--- src/rtl/fetch_pkg.sv ---
// Shared types and defaults for the instruction fetch stage and its buffer FIFO.
package fetch_pkg;

    localparam logic [31:0] RESET_PC_DEFAULT = 32'h0000_0000;
    localparam int unsigned DEPTH_DEFAULT    = 2;

    typedef enum logic [1:0] {
        INIT  = 2'd0,
        RUN   = 2'd1,
        DRAIN = 2'd2
    } fetch_state_e;

    typedef struct packed {
        logic [31:0] pc;
        logic [31:0] instruction;
    } fetch_entry_t;

    function automatic logic [31:0] pc_plus4(input logic [31:0] pc);
        return pc + 32'd4;
    endfunction

endpackage

--- src/rtl/fetch_stage_if.sv ---
// Handshake bundle between the fetch stage, instruction memory, branch unit and decode.
interface fetch_stage_if;

    logic        imem_req_valid;
    logic        imem_req_ready;
    logic [31:0] imem_req_addr;
    logic        imem_rsp_valid;
    logic [31:0] imem_rsp_data;
    logic        redirect_valid;
    logic [31:0] redirect_pc;
    logic        id_valid;
    logic        id_ready;
    logic [31:0] id_instruction;
    logic [31:0] id_pc;
    logic [31:0] id_pc_plus4;

    modport master (
        output imem_req_valid, imem_req_addr,
        input  imem_req_ready, imem_rsp_valid, imem_rsp_data,
        input  redirect_valid, redirect_pc,
        output id_valid, id_instruction, id_pc, id_pc_plus4,
        input  id_ready
    );

    modport slave (
        input  imem_req_valid, imem_req_addr,
        output imem_req_ready, imem_rsp_valid, imem_rsp_data,
        output redirect_valid, redirect_pc,
        input  id_valid, id_instruction, id_pc, id_pc_plus4,
        output id_ready
    );

endinterface

--- src/rtl/fetch_fifo.sv ---
// Circular buffer of fetched {pc, instruction} entries with flush and occupancy count.
module fetch_fifo
    import fetch_pkg::*;
#(
    parameter int unsigned DEPTH = DEPTH_DEFAULT,
    localparam int unsigned CW = $clog2(DEPTH + 1),
    localparam int unsigned PW = (DEPTH > 1) ? $clog2(DEPTH) : 1
) (
    input  logic         clk,
    input  logic         rst_n,
    input  logic         push,
    input  logic         pop,
    input  logic         flush,
    input  fetch_entry_t push_data,
    output fetch_entry_t head,
    output logic [CW-1:0] count
);

    fetch_entry_t  mem_r [DEPTH];
    logic [PW-1:0] wr_ptr_r;
    logic [PW-1:0] rd_ptr_r;
    logic [CW-1:0] count_r;
    logic          pop_s;

    function automatic logic [PW-1:0] ptr_inc(input logic [PW-1:0] p);
        if (p == PW'(DEPTH - 1)) begin
            return '0;
        end else begin
            return p + PW'(1);
        end
    endfunction

    // Never pop an empty buffer even if the consumer misbehaves.
    assign pop_s = pop && (count_r != CW'(0));
    assign head  = mem_r[rd_ptr_r];
    assign count = count_r;

    // Storage, pointers and occupancy; flush wins over same-cycle push/pop.
    always_ff @(posedge clk or negedge rst_n) begin
        if (!rst_n) begin
            for (int i = 0; i < int'(DEPTH); i++) begin
                mem_r[i] <= '0;
            end
            wr_ptr_r <= '0;
            rd_ptr_r <= '0;
            count_r  <= '0;
        end else if (flush) begin
            wr_ptr_r <= '0;
            rd_ptr_r <= '0;
            count_r  <= '0;
        end else begin
            if (push) begin
                mem_r[wr_ptr_r] <= push_data;
                wr_ptr_r        <= ptr_inc(wr_ptr_r);
            end
            if (pop_s) begin
                rd_ptr_r <= ptr_inc(rd_ptr_r);
            end
            case ({push, pop_s})
                2'b10:   count_r <= count_r + CW'(1);
                2'b01:   count_r <= count_r - CW'(1);
                default: count_r <= count_r;
            endcase
        end
    end

endmodule

--- src/rtl/fetch_stage.sv ---
// In-order instruction fetch with redirect/drain handling and a small decode buffer.
// Optional FETCH_STATS_EN adds stat_fetched / stat_bubbles counters.
module fetch_stage
    import fetch_pkg::*;
#(
    parameter logic [31:0] RESET_PC = RESET_PC_DEFAULT,
    parameter int unsigned DEPTH    = DEPTH_DEFAULT
) (
    input  logic          clk,
    input  logic          rst_n,
    fetch_stage_if.master bus
`ifdef FETCH_STATS_EN
    ,
    output logic [31:0]   stat_fetched,
    output logic [31:0]   stat_bubbles
`endif
);

    localparam int unsigned CW = $clog2(DEPTH + 1);

    fetch_state_e  state_r, state_nx_s;
    logic [31:0]   fetch_pc_r;
    logic [31:0]   rsp_pc_r;
    logic [CW-1:0] outstanding_r, outstanding_nx_s;
    logic [CW-1:0] discard_r, discard_nx_s;
    logic [CW-1:0] count_s, count_nx_s;
    logic [CW:0]   occ_nx_s;
    logic          req_ok_r, req_ok_nx_s;
    logic          fire_s, pop_s, keep_s, id_valid_s;
    fetch_entry_t  head_s, push_data_s;

    assign fire_s      = bus.imem_req_valid && bus.imem_req_ready;
    assign id_valid_s  = (count_s != CW'(0));
    assign pop_s       = id_valid_s && bus.id_ready;
    assign keep_s      = bus.imem_rsp_valid && !bus.redirect_valid && (state_r == RUN);
    assign push_data_s = '{pc: rsp_pc_r, instruction: bus.imem_rsp_data};

    fetch_fifo #(.DEPTH(DEPTH)) u_fifo (
        .clk       (clk),
        .rst_n     (rst_n),
        .push      (keep_s),
        .pop       (pop_s),
        .flush     (bus.redirect_valid),
        .push_data (push_data_s),
        .head      (head_s),
        .count     (count_s)
    );

    // Request permission is precomputed from next-cycle occupancy; only redirect gates it live.
    assign bus.imem_req_valid = req_ok_r && !bus.redirect_valid;
    assign bus.imem_req_addr  = fetch_pc_r;
    assign bus.id_valid       = id_valid_s;
    assign bus.id_instruction = id_valid_s ? head_s.instruction : 32'h0;
    assign bus.id_pc          = id_valid_s ? head_s.pc : 32'h0;
    assign bus.id_pc_plus4    = id_valid_s ? pc_plus4(head_s.pc) : 32'h0;

    // Next-state of occupancy, discard bookkeeping and FSM.
    always_comb begin
        outstanding_nx_s = outstanding_r;
        count_nx_s       = count_s;
        state_nx_s       = state_r;
        discard_nx_s     = discard_r;

        case ({fire_s, bus.imem_rsp_valid})
            2'b10:   outstanding_nx_s = outstanding_r + CW'(1);
            2'b01:   outstanding_nx_s = outstanding_r - CW'(1);
            default: outstanding_nx_s = outstanding_r;
        endcase

        if (bus.redirect_valid) begin
            count_nx_s = '0;
        end else begin
            case ({keep_s, pop_s})
                2'b10:   count_nx_s = count_s + CW'(1);
                2'b01:   count_nx_s = count_s - CW'(1);
                default: count_nx_s = count_s;
            endcase
        end

        if (bus.redirect_valid) begin
            // Everything still in flight after this cycle belongs to the abandoned path.
            discard_nx_s = outstanding_nx_s;
            state_nx_s   = (outstanding_nx_s != CW'(0)) ? DRAIN : RUN;
        end else begin
            case (state_r)
                INIT: state_nx_s = RUN;
                RUN:  state_nx_s = RUN;
                DRAIN: begin
                    if (bus.imem_rsp_valid && (discard_r != CW'(0))) begin
                        discard_nx_s = discard_r - CW'(1);
                        state_nx_s   = (discard_r == CW'(1)) ? RUN : DRAIN;
                    end else begin
                        state_nx_s   = (discard_r == CW'(0)) ? RUN : DRAIN;
                    end
                end
                default: state_nx_s = INIT;
            endcase
        end

        occ_nx_s    = (CW + 1)'(outstanding_nx_s) + (CW + 1)'(count_nx_s);
        req_ok_nx_s = (state_nx_s == RUN) && (occ_nx_s < (CW + 1)'(DEPTH));
    end

    // Architectural fetch state.
    always_ff @(posedge clk or negedge rst_n) begin
        if (!rst_n) begin
            state_r       <= INIT;
            fetch_pc_r    <= RESET_PC;
            rsp_pc_r      <= RESET_PC;
            outstanding_r <= '0;
            discard_r     <= '0;
            req_ok_r      <= 1'b0;
        end else begin
            state_r       <= state_nx_s;
            outstanding_r <= outstanding_nx_s;
            discard_r     <= discard_nx_s;
            req_ok_r      <= req_ok_nx_s;
            if (bus.redirect_valid) begin
                fetch_pc_r <= bus.redirect_pc;
                rsp_pc_r   <= bus.redirect_pc;
            end else begin
                if (fire_s) begin
                    fetch_pc_r <= pc_plus4(fetch_pc_r);
                end
                if (keep_s) begin
                    rsp_pc_r <= pc_plus4(rsp_pc_r);
                end
            end
        end
    end

`ifdef FETCH_STATS_EN
    logic [31:0] stat_fetched_r;
    logic [31:0] stat_bubbles_r;

    // Delivered-instruction and decode-starvation counters, free-running modulo 2^32.
    always_ff @(posedge clk or negedge rst_n) begin
        if (!rst_n) begin
            stat_fetched_r <= 32'h0;
            stat_bubbles_r <= 32'h0;
        end else begin
            if (pop_s) begin
                stat_fetched_r <= stat_fetched_r + 32'd1;
            end
            if (bus.id_ready && !id_valid_s) begin
                stat_bubbles_r <= stat_bubbles_r + 32'd1;
            end
        end
    end

    assign stat_fetched = stat_fetched_r;
    assign stat_bubbles = stat_bubbles_r;
`endif

endmodule

--- src/flat_wrapper.sv ---
// flat-port wrapper written by rule: the top's interface ports become plain ports
module fetch_stage_flat import fetch_pkg::*;
#(
    parameter logic [31:0] RESET_PC = RESET_PC_DEFAULT,
    parameter int unsigned DEPTH    = DEPTH_DEFAULT
)
  (clk, rst_n, bus_imem_req_valid, bus_imem_req_addr, bus_imem_req_ready, bus_imem_rsp_valid, bus_imem_rsp_data, bus_redirect_valid, bus_redirect_pc, bus_id_valid, bus_id_instruction, bus_id_pc, bus_id_pc_plus4, bus_id_ready);
  fetch_stage_if bus_i ();
  input  logic clk;
  input  logic rst_n;
  output wire logic [$bits(bus_i.imem_req_valid)-1:0] bus_imem_req_valid;
  output wire logic [$bits(bus_i.imem_req_addr)-1:0] bus_imem_req_addr;
  input wire logic [$bits(bus_i.imem_req_ready)-1:0] bus_imem_req_ready;
  input wire logic [$bits(bus_i.imem_rsp_valid)-1:0] bus_imem_rsp_valid;
  input wire logic [$bits(bus_i.imem_rsp_data)-1:0] bus_imem_rsp_data;
  input wire logic [$bits(bus_i.redirect_valid)-1:0] bus_redirect_valid;
  input wire logic [$bits(bus_i.redirect_pc)-1:0] bus_redirect_pc;
  output wire logic [$bits(bus_i.id_valid)-1:0] bus_id_valid;
  output wire logic [$bits(bus_i.id_instruction)-1:0] bus_id_instruction;
  output wire logic [$bits(bus_i.id_pc)-1:0] bus_id_pc;
  output wire logic [$bits(bus_i.id_pc_plus4)-1:0] bus_id_pc_plus4;
  input wire logic [$bits(bus_i.id_ready)-1:0] bus_id_ready;
  assign bus_imem_req_valid = bus_i.imem_req_valid;
  assign bus_imem_req_addr = bus_i.imem_req_addr;
  assign bus_i.imem_req_ready = bus_imem_req_ready;
  assign bus_i.imem_rsp_valid = bus_imem_rsp_valid;
  assign bus_i.imem_rsp_data = bus_imem_rsp_data;
  assign bus_i.redirect_valid = bus_redirect_valid;
  assign bus_i.redirect_pc = bus_redirect_pc;
  assign bus_id_valid = bus_i.id_valid;
  assign bus_id_instruction = bus_i.id_instruction;
  assign bus_id_pc = bus_i.id_pc;
  assign bus_id_pc_plus4 = bus_i.id_pc_plus4;
  assign bus_i.id_ready = bus_id_ready;
  fetch_stage #(.RESET_PC(RESET_PC), .DEPTH(DEPTH)) u_core (.clk(clk), .rst_n(rst_n), .bus(bus_i));
endmodule
--- config.mk ---
export PLATFORM = sky130hd
export DESIGN_NAME = fetch_stage_flat
export DESIGN_NICKNAME = d
export VERILOG_FILES = /design/src/rtl/fetch_pkg.sv /design/src/rtl/fetch_stage_if.sv /design/src/rtl/fetch_fifo.sv /design/src/rtl/fetch_stage.sv /design/src/flat_wrapper.sv
export SDC_FILE = /design/constraint.sdc
export NUM_CORES = 1
export LEC_CHECK = 0
export CAP_MARGIN = 25
export CORE_MARGIN = 2
export CORE_UTILIZATION = 45
export DETAILED_ROUTE_END_ITERATION = 10
export PLACE_DENSITY_LB_ADDON = 0.05
export RECOVER_POWER = 50
export SYNTH_ARGS = -nofsm -noshare
export SYNTH_HDL_FRONTEND = slang
export SYNTH_SLANG_ARGS = --single-unit
--- constraint.sdc ---
create_clock -name clk -period 4.2 [get_ports clk]
set_input_delay 0.84 -clock clk [delete_from_list [all_inputs] [get_ports clk]]
set_output_delay 0.84 -clock clk [all_outputs]
set_load 0.05 [all_outputs]
# After elaboration in Yosys (flattened, before gate mapping)
# Cells that the tools add are included.
# totals
out_inout_bits,130
word_cells,98
ramBits,0
register_bits,203
romBits,0
memories,0
latchBits,0
# classes
bitwise_logic,3
n_mux,33
div,0
add_sub_neg,11
magnitude_cmp,4
n_reduce_logical,24
shift,0
n_mul,0
eq_ne,10
# ops
op,n
$mux 64,4
$mux 32,7
$bwmux 128,1
$add 32x3->32 const B,3
$demux 64 s1,1
$mux 2,10
$pmux 2 s2,4
$reduce_bool 2->1,8
$eq 2x1->1 const B,6
$logic_and 1x1->1,9
$eq 2x2->1 const B,4
$mux 1,6
$sub 2x1->2 const B,3
$add 2x1->2 const B,2
$ge 2x2->1 const B,2
$logic_not 2->1,2
$not 1->2,2
$reduce_and 2->1,2
$add 2x2->3,1
$lt 3x2->1 const B,1
$reduce_bool 3->1,1
$add 1x1->1 const B,2
$lt 2x1->1 const B,1
$reduce_or 2->1,1
2 further kinds,2

# Longest topological paths before layout
# Gate-level depths: netlist of run 1.
# depth
depth_word,10
mapped_depth,13
mapped_depth_nobuf,13

# Cells and area by module
# A second synthesis of run 1 with hierarchy kept.
# hier_totals
hier_cells,1014
area_unflattened_um2,11806.3
# by_module_without_submodules
module,cells_each,n_inst,area_each_um2
fetch_fifo,362,1,6349.8
fetch_stage,652,1,5456.5

# Worst setup path before layout of run 1
# Ideal clock, no wire load.
# synth_path
kind,register to output
startpoint,register u_core.u_fifo.rd_ptr_r
endpoint,output port bus_id_pc_plus4[30]
setup_slack_ns,-0.039
path_stages_with_launch,10
required_ns,3.360
arrival_ns,3.399
path_buffers,3
path_cell_list,dfrtp_1 buf_2 buf_4 clkbuf_1 mux2_2 ha_1 inv_1 a211oi_4 nand4_1 o31ai_1
# synth_between
elab_chain_cells,6
# synth_lines
item,line_no,rtl
"start, declared",fetch_fifo.sv:21,logic [PW-1:0] rd_ptr_r;
"start signal, assigned",fetch_fifo.sv:57,rd_ptr_r <= ptr_inc(rd_ptr_r);
$not 1->2 (not written as such),fetch_fifo.sv:35,assign head = mem_r[rd_ptr_r];
$mux 64 (not written as such) (3 in a row),fetch_fifo.sv:35,
$add 32x3->32,fetch_pkg.sv:19,return pc + 32'd4;
$mux 32,fetch_stage.sv:55,assign bus.id_pc_plus4 = id_valid_s ? pc_plus4(head_s.pc) : 32'h0;
"end, declared",flat_wrapper.sv:21,output wire logic [$bits(bus_i.id_pc_plus4)-1:0] bus_id_pc_plus4;
# Every way passes these cells. The select of a mux whose other input is x is not followed.

# Worst setup path in the final report of run 1
# layout_path
startpoint,register u_core.u_fifo.rd_ptr_r
endpoint,output port bus_id_pc_plus4[19]
# The elaborated chain is that of the path after synthesis.

==> results_tabular.tex, run 1 <==
\begin{tabular}{lr}
\hline
Metric & Value \\
\hline
\multicolumn{2}{l}{\textbf{Status}} \\
Outcome & complete, but fails checks \\
Violations in the final reports & capacitance limit, slew limit \\
\multicolumn{2}{l}{\textbf{GRT}} \\
Global-route met3 utilization & 0.0382 \\
Maximum number of pins on one net before global-route repair & 97 \\
Met1 Usage GRT & 0.330 \\
Overall track demand over capacity in global routing & 0.220 \\
GRT busiest layer & met2 \\
Via count of the first global-routing pass & 8385 \\
Antenna violations before repair & 0 \\
First-pass GRT wire length & 45600 µm \\
GRT Residual Overflow & 0 \\
Met2 global-route usage & 0.337 \\
\multicolumn{2}{l}{\textbf{Power and ir drop}} \\
Maximum vdd ir drop & 0.308 mV \\
Cell Pwr Density & 677 mW/mm² \\
Power consumption & about 9.6 mW \\
Leak Pwr & 5.76 nW \\
\multicolumn{2}{l}{\textbf{Floorplanning}} \\
Placeable Area & 0.0241 mm² \\
Boundary Pins & 200 \\
Width of the chip & 160 µm \\
Die area & roughly 0.026 mm² \\
Starting Density & 0.453 \\
Cell Rows & 57 \\
Die Y-Extent & between 150 and 200 µm \\
\multicolumn{2}{l}{\textbf{Routing}} \\
Length of the first detailed-routing pass in iterations & 5 \\
Drt first-iter violations & 453 \\
Drt via density & 5.34 \\
Routed wirelength normalized by instance count & 17.9 µm \\
Via Count & approximately 8400 \\
Post-route DRC & 0 \\
Final WL & about 28000 µm \\
Post-detailed-route count of antenna-violating nets & 0 \\
\multicolumn{2}{l}{\textbf{Final layout}} \\
Net count, final & 1304 \\
Fin area & 0.0142 mm² \\
Total inserted antenna cells & 0 \\
Fraction of final layout cells with drive strength greater than 1 & 0.196 \\
Utilization of the core after routing & 0.588 \\
Final Non-Filler Cells & 1563 \\
Synthesis-to-finish area growth & 29.7\% \\
Filler instances & 2153 \\
\multicolumn{2}{l}{\textbf{Critical path}} \\
Endpoint required time on the critical path & 3360 ps \\
List of cells traversed by the critical path & nand3b\_1 -> a22oi\_2 -> buf\_4 -> nand4\_1 -> xnor2\_1 -> nor2\_1 -> clkdlybuf4s50\_1 \\
Crit-path slowest cell & clkdlybuf4s50\_1 \\
Slack of the worst reg-to-reg path & 1170 ps \\
Endpoint of the most critical setup path & bus\_id\_pc\_plus4[19] \\
Critical path's largest stage delay & 800 ps \\
Kind of capture point of the worst setup path & output pin \\
Worst setup SP type & flip-flop \\
Launch point of the critical path & u\_core.u\_fifo.rd\_ptr\_r\$\_DFFE\_PN0P\_ \\
Worst R2R Path Depth & 13 \\
WS Path Type & reg2out \\
Worst reg2reg path startpoint & u\_core.u\_fifo.count[0]\$\_DFFE\_PN0P\_ \\
End of the worst register-to-register path & u\_core.req\_ok\_r\$\_DFF\_PN0\_ \\
Largest driver fanout on the critical path & 23 \\
CP Data Arrival Time & 3200 ps \\
\multicolumn{2}{l}{\textbf{STA}} \\
Setup repair after global routing missed its margin & false \\
Final Critical Period & about 4000 ps \\
Max Slew Vio Count & 97 \\
Final critical-path share of the clock period & 0.962 \\
Max Clock Skew & between 8 and 9 ps \\
TNS Setup & 0 ps \\
Final hold violation count & 0 \\
Slew of the pin with the lowest slew margin & 2410 ps \\
Count of final setup violators & 0 \\
Max-slew headroom at the worst pin & -0.605 \\
Highest clock rate & 0.248 GHz \\
\multicolumn{2}{l}{\textbf{CTS}} \\
Clock Sinks & 203 \\
Clock buffers created by TritonCTS & 23 \\
Clock buffer depth & 3 \\
Max H-tree Level & 1 \\
TritonCTS clock tree & yes \\
Post-CTS Hold Buffers & 0 \\
Clock latency of the later-clocked register in the worst-skew pair & 500 ps \\
Clk slew on worst S/H paths & about 60 ps \\
Root Buffer Master & clkbuf\_16 \\
\multicolumn{2}{l}{\textbf{Synthesis}} \\
Count of state elements after synthesis & 203 \\
Number of enable-type register cells in the synthesized netlist & 0 \\
Net count of the mapped netlist & 1105 \\
Fraction of post-synthesis cell area in the top cell type by area & 0.465 \\
Prevailing post-synth register cell & dfrtp\_1 \\
Dominant cells by area after synthesis & dfrtp\_1 (46\%), mux2\_2 (16\%), mux2i\_1 (5.9\%), nor2\_1 (3.9\%), xnor2\_1 (3.1\%) \\
Yosys cell types & 62 \\
Avg Synthesized Cell Area & 10.7 µm² \\
Dominant cell type by area after synthesis & dfrtp\_1 \\
Number of warnings reported in the yosys synthesis log & 0 \\
Instance count of the mapped netlist & between 1000 and 1500 \\
Post-synthesis sequential area ratio & 0.465 \\
Cell area after technology mapping & 0.0109 mm² \\
Share of flip-flops with an asynchronous set or reset & 1.00 \\
\multicolumn{2}{l}{\textbf{Min path}} \\
Type of the tightest min-delay check & reg2reg \\
Origin of the worst min-delay path & u\_core.u\_fifo.mem\_r[33]\$\_DFFE\_PN0P\_ \\
\multicolumn{2}{l}{\textbf{Run}} \\
Maxcap violations & 1 \\
\multicolumn{2}{l}{\textbf{Placement}} \\
Placed Instances & 1519 \\
Placed cell areas & 0.0135 mm² \\
DPL Wire Length & 20100 µm \\
Placer congestion estimate & 0.815 \\
IO buf count & $\sim$200 \\
\hline
\end{tabular}
kinds of logic after synthesis:
| logic type | share of synthesized area |
|---|---|
| adders and majority gates | 0.0133 |
| and+or+nand+nor | 0.162 |
| AOI/OAI and AO/OA | 0.0577 |
| buffers and inverters | 0.0290 |
| DFF | 0.465 |
| xor gates and xnor gates | 0.0569 |
| muxes | 0.216 |
what timing repair did:
action                     CTS  global route
setup buffers                1             2
resized for setup            0             2
pin swaps                    0             1
setup endpoints to repair    3             3
cell usage in the layout (no fill, tap or decap), types with 23 or more instances in the layout:
master	instances
dfrtp_1	202
inv_1	23
nor2_1	114
mux2i_1	64
nand2_1	65
o21ai_0	28
clkbuf_16	23
xor2_1	32
mux2_2	151
nand4_1	27
clkdlybuf4s50_1	177
xnor2_1	39
nand3_1	43
where the power goes:
group          internal, mW  total, mW  leakage, nW  switching (mW)
clock                  1.09       1.88        0.348           0.785
combinational          1.87       4.48         2.89            2.62
sequential             2.64       3.23         2.52           0.598
layout make-up:
class	instances	area, µm²	area share
clock buffers	32	659	0.0465
clock inverters	9	52.6	0.00371
inverters	23	86.3	0.00609
multi-input cells	747	5590	0.394
flip-flops and latches	203	5080	0.358
well taps	324	405	0.0286
repair buffers	225	2310	0.163
metal layers:
layer,wire length (µm),up-vias
met2,12400,196
li1,-,4048
met3,1380,31
met4,345,0
met5,0,-
met1,13900,4078
stage by stage:
| stage | hold slack, ps | setup slack [ps] |
|---|---|---|
| floorplan | 450 | -38.8 |
| global placement | 462 | 354 |
| detailed placement | 485 | 376 |
| CTS | 427 | 3.23 |
| global route | 516 | 10.0 |
| finish | 492 | 162 |
state kept, by name, summed over array words and instances (netlist names):
signal / count
u_core.u_fifo.mem_r: 128
u_core.bus.imem_req_addr: 32
u_core.discard_r: 2
u_core.state_r: 2
u_core.u_fifo.rd_ptr_r: 1
u_core.u_fifo.wr_ptr_r: 1
u_core.outstanding_r: 2
u_core.req_ok_r: 1
u_core.rsp_pc_r: 32
u_core.u_fifo.count: 2
worst max-delay path: cells and delay by family, from the launching register on:
kind / cells / cell delay, ps
AOI/OAI and AO/OA: 1 / 340
xor gates and xnor gates: 1 / 200
buffers and inverters: 2 / 990
DFF: 1 / 620
and+or+nand+nor: 3 / 560
synth_stat cells, types with 3 or more instances:
| cell type | n |
|---|---|
| a21oi_1 | 22 |
| buf_2 | 16 |
| and3_1 | 6 |
| or4_1 | 3 |
| nand2b_1 | 6 |
| or3_1 | 8 |
| buf_4 | 3 |
| xnor2_1 | 39 |
| a21boi_0 | 7 |
| and2_1 | 7 |
| nand2_1 | 66 |
| nor2_1 | 115 |
| o211ai_1 | 4 |
| buf_1 | 7 |
| nor2b_1 | 5 |
| o31a_1 | 4 |
| inv_1 | 22 |
| nand4_1 | 27 |
| nand4b_1 | 6 |
| o21ai_0 | 28 |
| nor4_1 | 11 |
| mux2_2 | 151 |
| and4_1 | 9 |
| a31oi_1 | 5 |
| mux2i_1 | 64 |
| dfrtp_1 | 203 |
| a211oi_1 | 5 |
| and3b_1 | 3 |
| nor3_1 | 19 |
| ha_1 | 10 |
| nand3_1 | 43 |
| nand3b_1 | 6 |
| xor2_1 | 32 |
| clkbuf_1 | 24 |
| o31ai_1 | 5 |
worst min path at each step:
stage,cells after the start,slack (ps),endpoint
floorplan,2,450,u_core.u_fifo.mem_r[32]$_DFFE_PN0P_
global placement,2,460,u_core.u_fifo.mem_r[32]$_DFFE_PN0P_
detailed placement,2,480,u_core.u_fifo.mem_r[33]$_DFFE_PN0P_
CTS,1,430,u_core.u_fifo.mem_r[105]$_DFFE_PN0P_
global route,1,520,u_core.u_fifo.mem_r[85]$_DFFE_PN0P_
finish,2,490,u_core.u_fifo.mem_r[33]$_DFFE_PN0P_
No activity file was read; power rests on OpenSTA's default activity.
==> run 2: changes to the inputs <==
SKIP_LAST_GASP = 1   (was default)
==> results of run 2 <==
Final layout, timing and power as in run 1 (identical DEF).
==> run 3: changes to the inputs <==
CORE_UTILIZATION = 35   (was 45)
GPL_ROUTABILITY_DRIVEN = 0   (was default)
==> run 3 against run 2 <==
The run still ends with capacitance limit, slew limit left; clock skew hardly changed; critical path depth rose by 1; sequential power is essentially flat; die area rose by 28%; final area increased by 0.37%; hold slack got worse by 8.0 ps; clock-buffer cell count up 3; global-route usage down 3.7 points; combinational power decreased by 2%; setup slack worse by 60 ps; clock power grew 15%.
==> results_tabular.tex, run 3 (same netlist as run 1, synthesis figures left out) <==
\begin{tabular}{lr}
\hline
Metric & Value \\
\hline
\multicolumn{2}{l}{\textbf{Critical path}} \\
Endpoint required time on the critical path & 3360 ps \\
WS Path Type & reg2out \\
Largest driver fanout on the critical path & 19 \\
Worst R2R Path Depth & 12 \\
Slack of the worst reg-to-reg path & 950 ps \\
Worst setup SP type & flip-flop \\
Worst reg2reg path startpoint & u\_core.u\_fifo.count[0]\$\_DFFE\_PN0P\_ \\
End of the worst register-to-register path & u\_core.req\_ok\_r\$\_DFF\_PN0\_ \\
CP Data Arrival Time & $\sim$3300 ps \\
Kind of capture point of the worst setup path & output pin \\
\multicolumn{2}{l}{\textbf{STA}} \\
Max Slew Vio Count & between 200 and 300 \\
Count of final setup violators & 0 \\
Highest clock rate & 0.244 GHz \\
TNS Setup & 0 ps \\
Setup repair after global routing missed its margin & true \\
Final critical-path share of the clock period & 0.976 \\
Final WS setup & 101 ps \\
Final Critical Period & 4100 ps \\
Worst hold slack across all endpoints & 484 ps \\
Slew of the pin with the lowest slew margin & 2150 ps \\
Final hold violation count & 0 \\
Max Clock Skew & 8.22 ps \\
Max-slew headroom at the worst pin & -0.432 \\
\multicolumn{2}{l}{\textbf{Placement}} \\
Placed cell areas & 0.0134 mm² \\
Placed Instances & between 1500 and 2000 \\
IO buf count & 199 \\
DPL Wire Length & 21300 µm \\
Post-place setup slack & 388 ps \\
\multicolumn{2}{l}{\textbf{Routing}} \\
Length of the first detailed-routing pass in iterations & 4 \\
Met1 routed wirelength after detailed routing & 15700 µm \\
Detailed route wirelength on metal3 & 1260 µm \\
Final WL & 29900 µm \\
DR WL met2 & roughly 13000 µm \\
Via Count & 8375 \\
Drt via density & 5.13 \\
Drt first-iter violations & 425 \\
Post-detailed-route count of antenna-violating nets & 0 \\
Max layer used & met4 \\
Routed wirelength normalized by instance count & 18.3 µm \\
Post-route DRC & 0 \\
\multicolumn{2}{l}{\textbf{GRT}} \\
Maximum number of pins on one net before global-route repair & approximately 80 \\
Via count of the first global-routing pass & 8369 \\
First-pass GRT wire length & between 40000 and 50000 µm \\
Antenna violations before repair & 0 \\
GRT Residual Overflow & 0 \\
Overall track demand over capacity in global routing & 0.182 \\
\multicolumn{2}{l}{\textbf{Power and ir drop}} \\
Power consumption & a little under 10 mW \\
Maximum vdd ir drop & 0.270 mV \\
Leak Pwr & around 5.8 nW \\
Cell Pwr Density & 690 mW/mm² \\
\multicolumn{2}{l}{\textbf{Floorplanning}} \\
Placeable Area & 0.0307 mm² \\
Width of the chip & 181 µm \\
Die area & 0.0327 mm² \\
Boundary Pins & 200 \\
Cell Rows & 64 \\
Starting Density & 0.356 \\
Die Y-Extent & approximately 180 µm \\
\multicolumn{2}{l}{\textbf{Final layout}} \\
Fraction of final layout cells with drive strength greater than 1 & 0.192 \\
Commonest non-fill, non-tap cell in the layout & dfrtp\_1 \\
Total inserted antenna cells & 0 \\
Filler instances & 2943 \\
Commonest non-fill, non-tap cells in the layout & dfrtp\_1 (202), clkdlybuf4s50\_1 (178), mux2\_2 (151) \\
Utilization of the core after routing & 0.464 \\
Max reg flops & 128 \\
Fin area & 0.0142 mm² \\
Final Non-Filler Cells & between 1500 and 2000 \\
Largest reg by FF count & u\_core.u\_fifo.mem\_r \\
Net count, final & 1300 \\
Synthesis-to-finish area growth & 30.2\% \\
\multicolumn{2}{l}{\textbf{CTS}} \\
Clock buffer depth & 3 \\
Max H-tree Level & 1 \\
Clock Sinks & 203 \\
TritonCTS clock tree & yes \\
Clock latency of the later-clocked register in the worst-skew pair & 510 ps \\
Root Buffer Master & clkbuf\_16 \\
Clock buffers created by TritonCTS & 24 \\
Clk slew on worst S/H paths & 60 ps \\
\multicolumn{2}{l}{\textbf{Status}} \\
Violations in the final reports & capacitance limit, slew limit \\
Outcome & complete, but fails checks \\
\multicolumn{2}{l}{\textbf{Min path}} \\
Origin of the worst min-delay path & u\_core.u\_fifo.mem\_r[32]\$\_DFFE\_PN0P\_ \\
Worst hold endpoint & u\_core.u\_fifo.mem\_r[32]\$\_DFFE\_PN0P\_ \\
Type of the tightest min-delay check & reg2reg \\
Hold path depth & 2 \\
\multicolumn{2}{l}{\textbf{Run}} \\
Maxcap violations & 5 \\
\hline
\end{tabular}
-- run 3: report_power, final --
part	switching, mW	internal, mW
clock	0.803	1.37
combinational	2.62	1.78
sequential	0.610	2.64
total	4.03	5.78
-- run 3: final cells by class --
type	instances	area [µm²]	share of cell area
Multi-Input combinational cell	747	5590	0.393
Sequential cell	203	5080	0.357
Timing Repair Buffer	220	2140	0.150
Clock buffer	35	723	0.0508
Tap cell	396	495	0.0348
Clock inverter	7	110	0.00774
Inverter	23	86.3	0.00607
-- run 3: per-layer routing --
layer	up-vias	global-route usage
met3	30	0.0276
met2	197	0.259
met5	-	0
met4	0	0.0374
met1	4101	0.289
li1	4047	-
-- run 3: critical path: stages (launching register included) --
cell,delay (ps)
dfrtp_4,590
mux2_2,290
ha_1,190
inv_1,90
a211oi_4,370
nand4_4,220
a2111oi_4,420
mux2_1,370
buf_4,190
-- run 3: what timing repair did --
item	in CTS	in global routing
buffers inserted	1	2
hold buffers	0	0
setup endpoints to repair	6	4
pin swaps	0	1
resized for setup	1	3
-- run 3: worst max path at each step --
stage / startpoint / end / slack (ps) / depth (start not counted)
2_1_floorplan: u_core.u_fifo.rd_ptr_r$_DFFE_PN0P_ / bus_id_pc_plus4[30] / -40 / 9
3_3_place_gp: u_core.u_fifo.rd_ptr_r$_DFFE_PN0P_ / bus_id_pc_plus4[19] / 490 / 6
3_5_place_dp: u_core.u_fifo.rd_ptr_r$_DFFE_PN0P_ / bus_id_pc_plus4[28] / 390 / 8
4_1_cts: u_core.u_fifo.rd_ptr_r$_DFFE_PN0P_ / bus_id_pc_plus4[28] / 20 / 8
5_1_grt: u_core.u_fifo.rd_ptr_r$_DFFE_PN0P_ / bus_id_pc_plus4[28] / -50 / 8
6_report: u_core.u_fifo.rd_ptr_r$_DFFE_PN0P_ / bus_id_pc_plus4[28] / 100 / 8
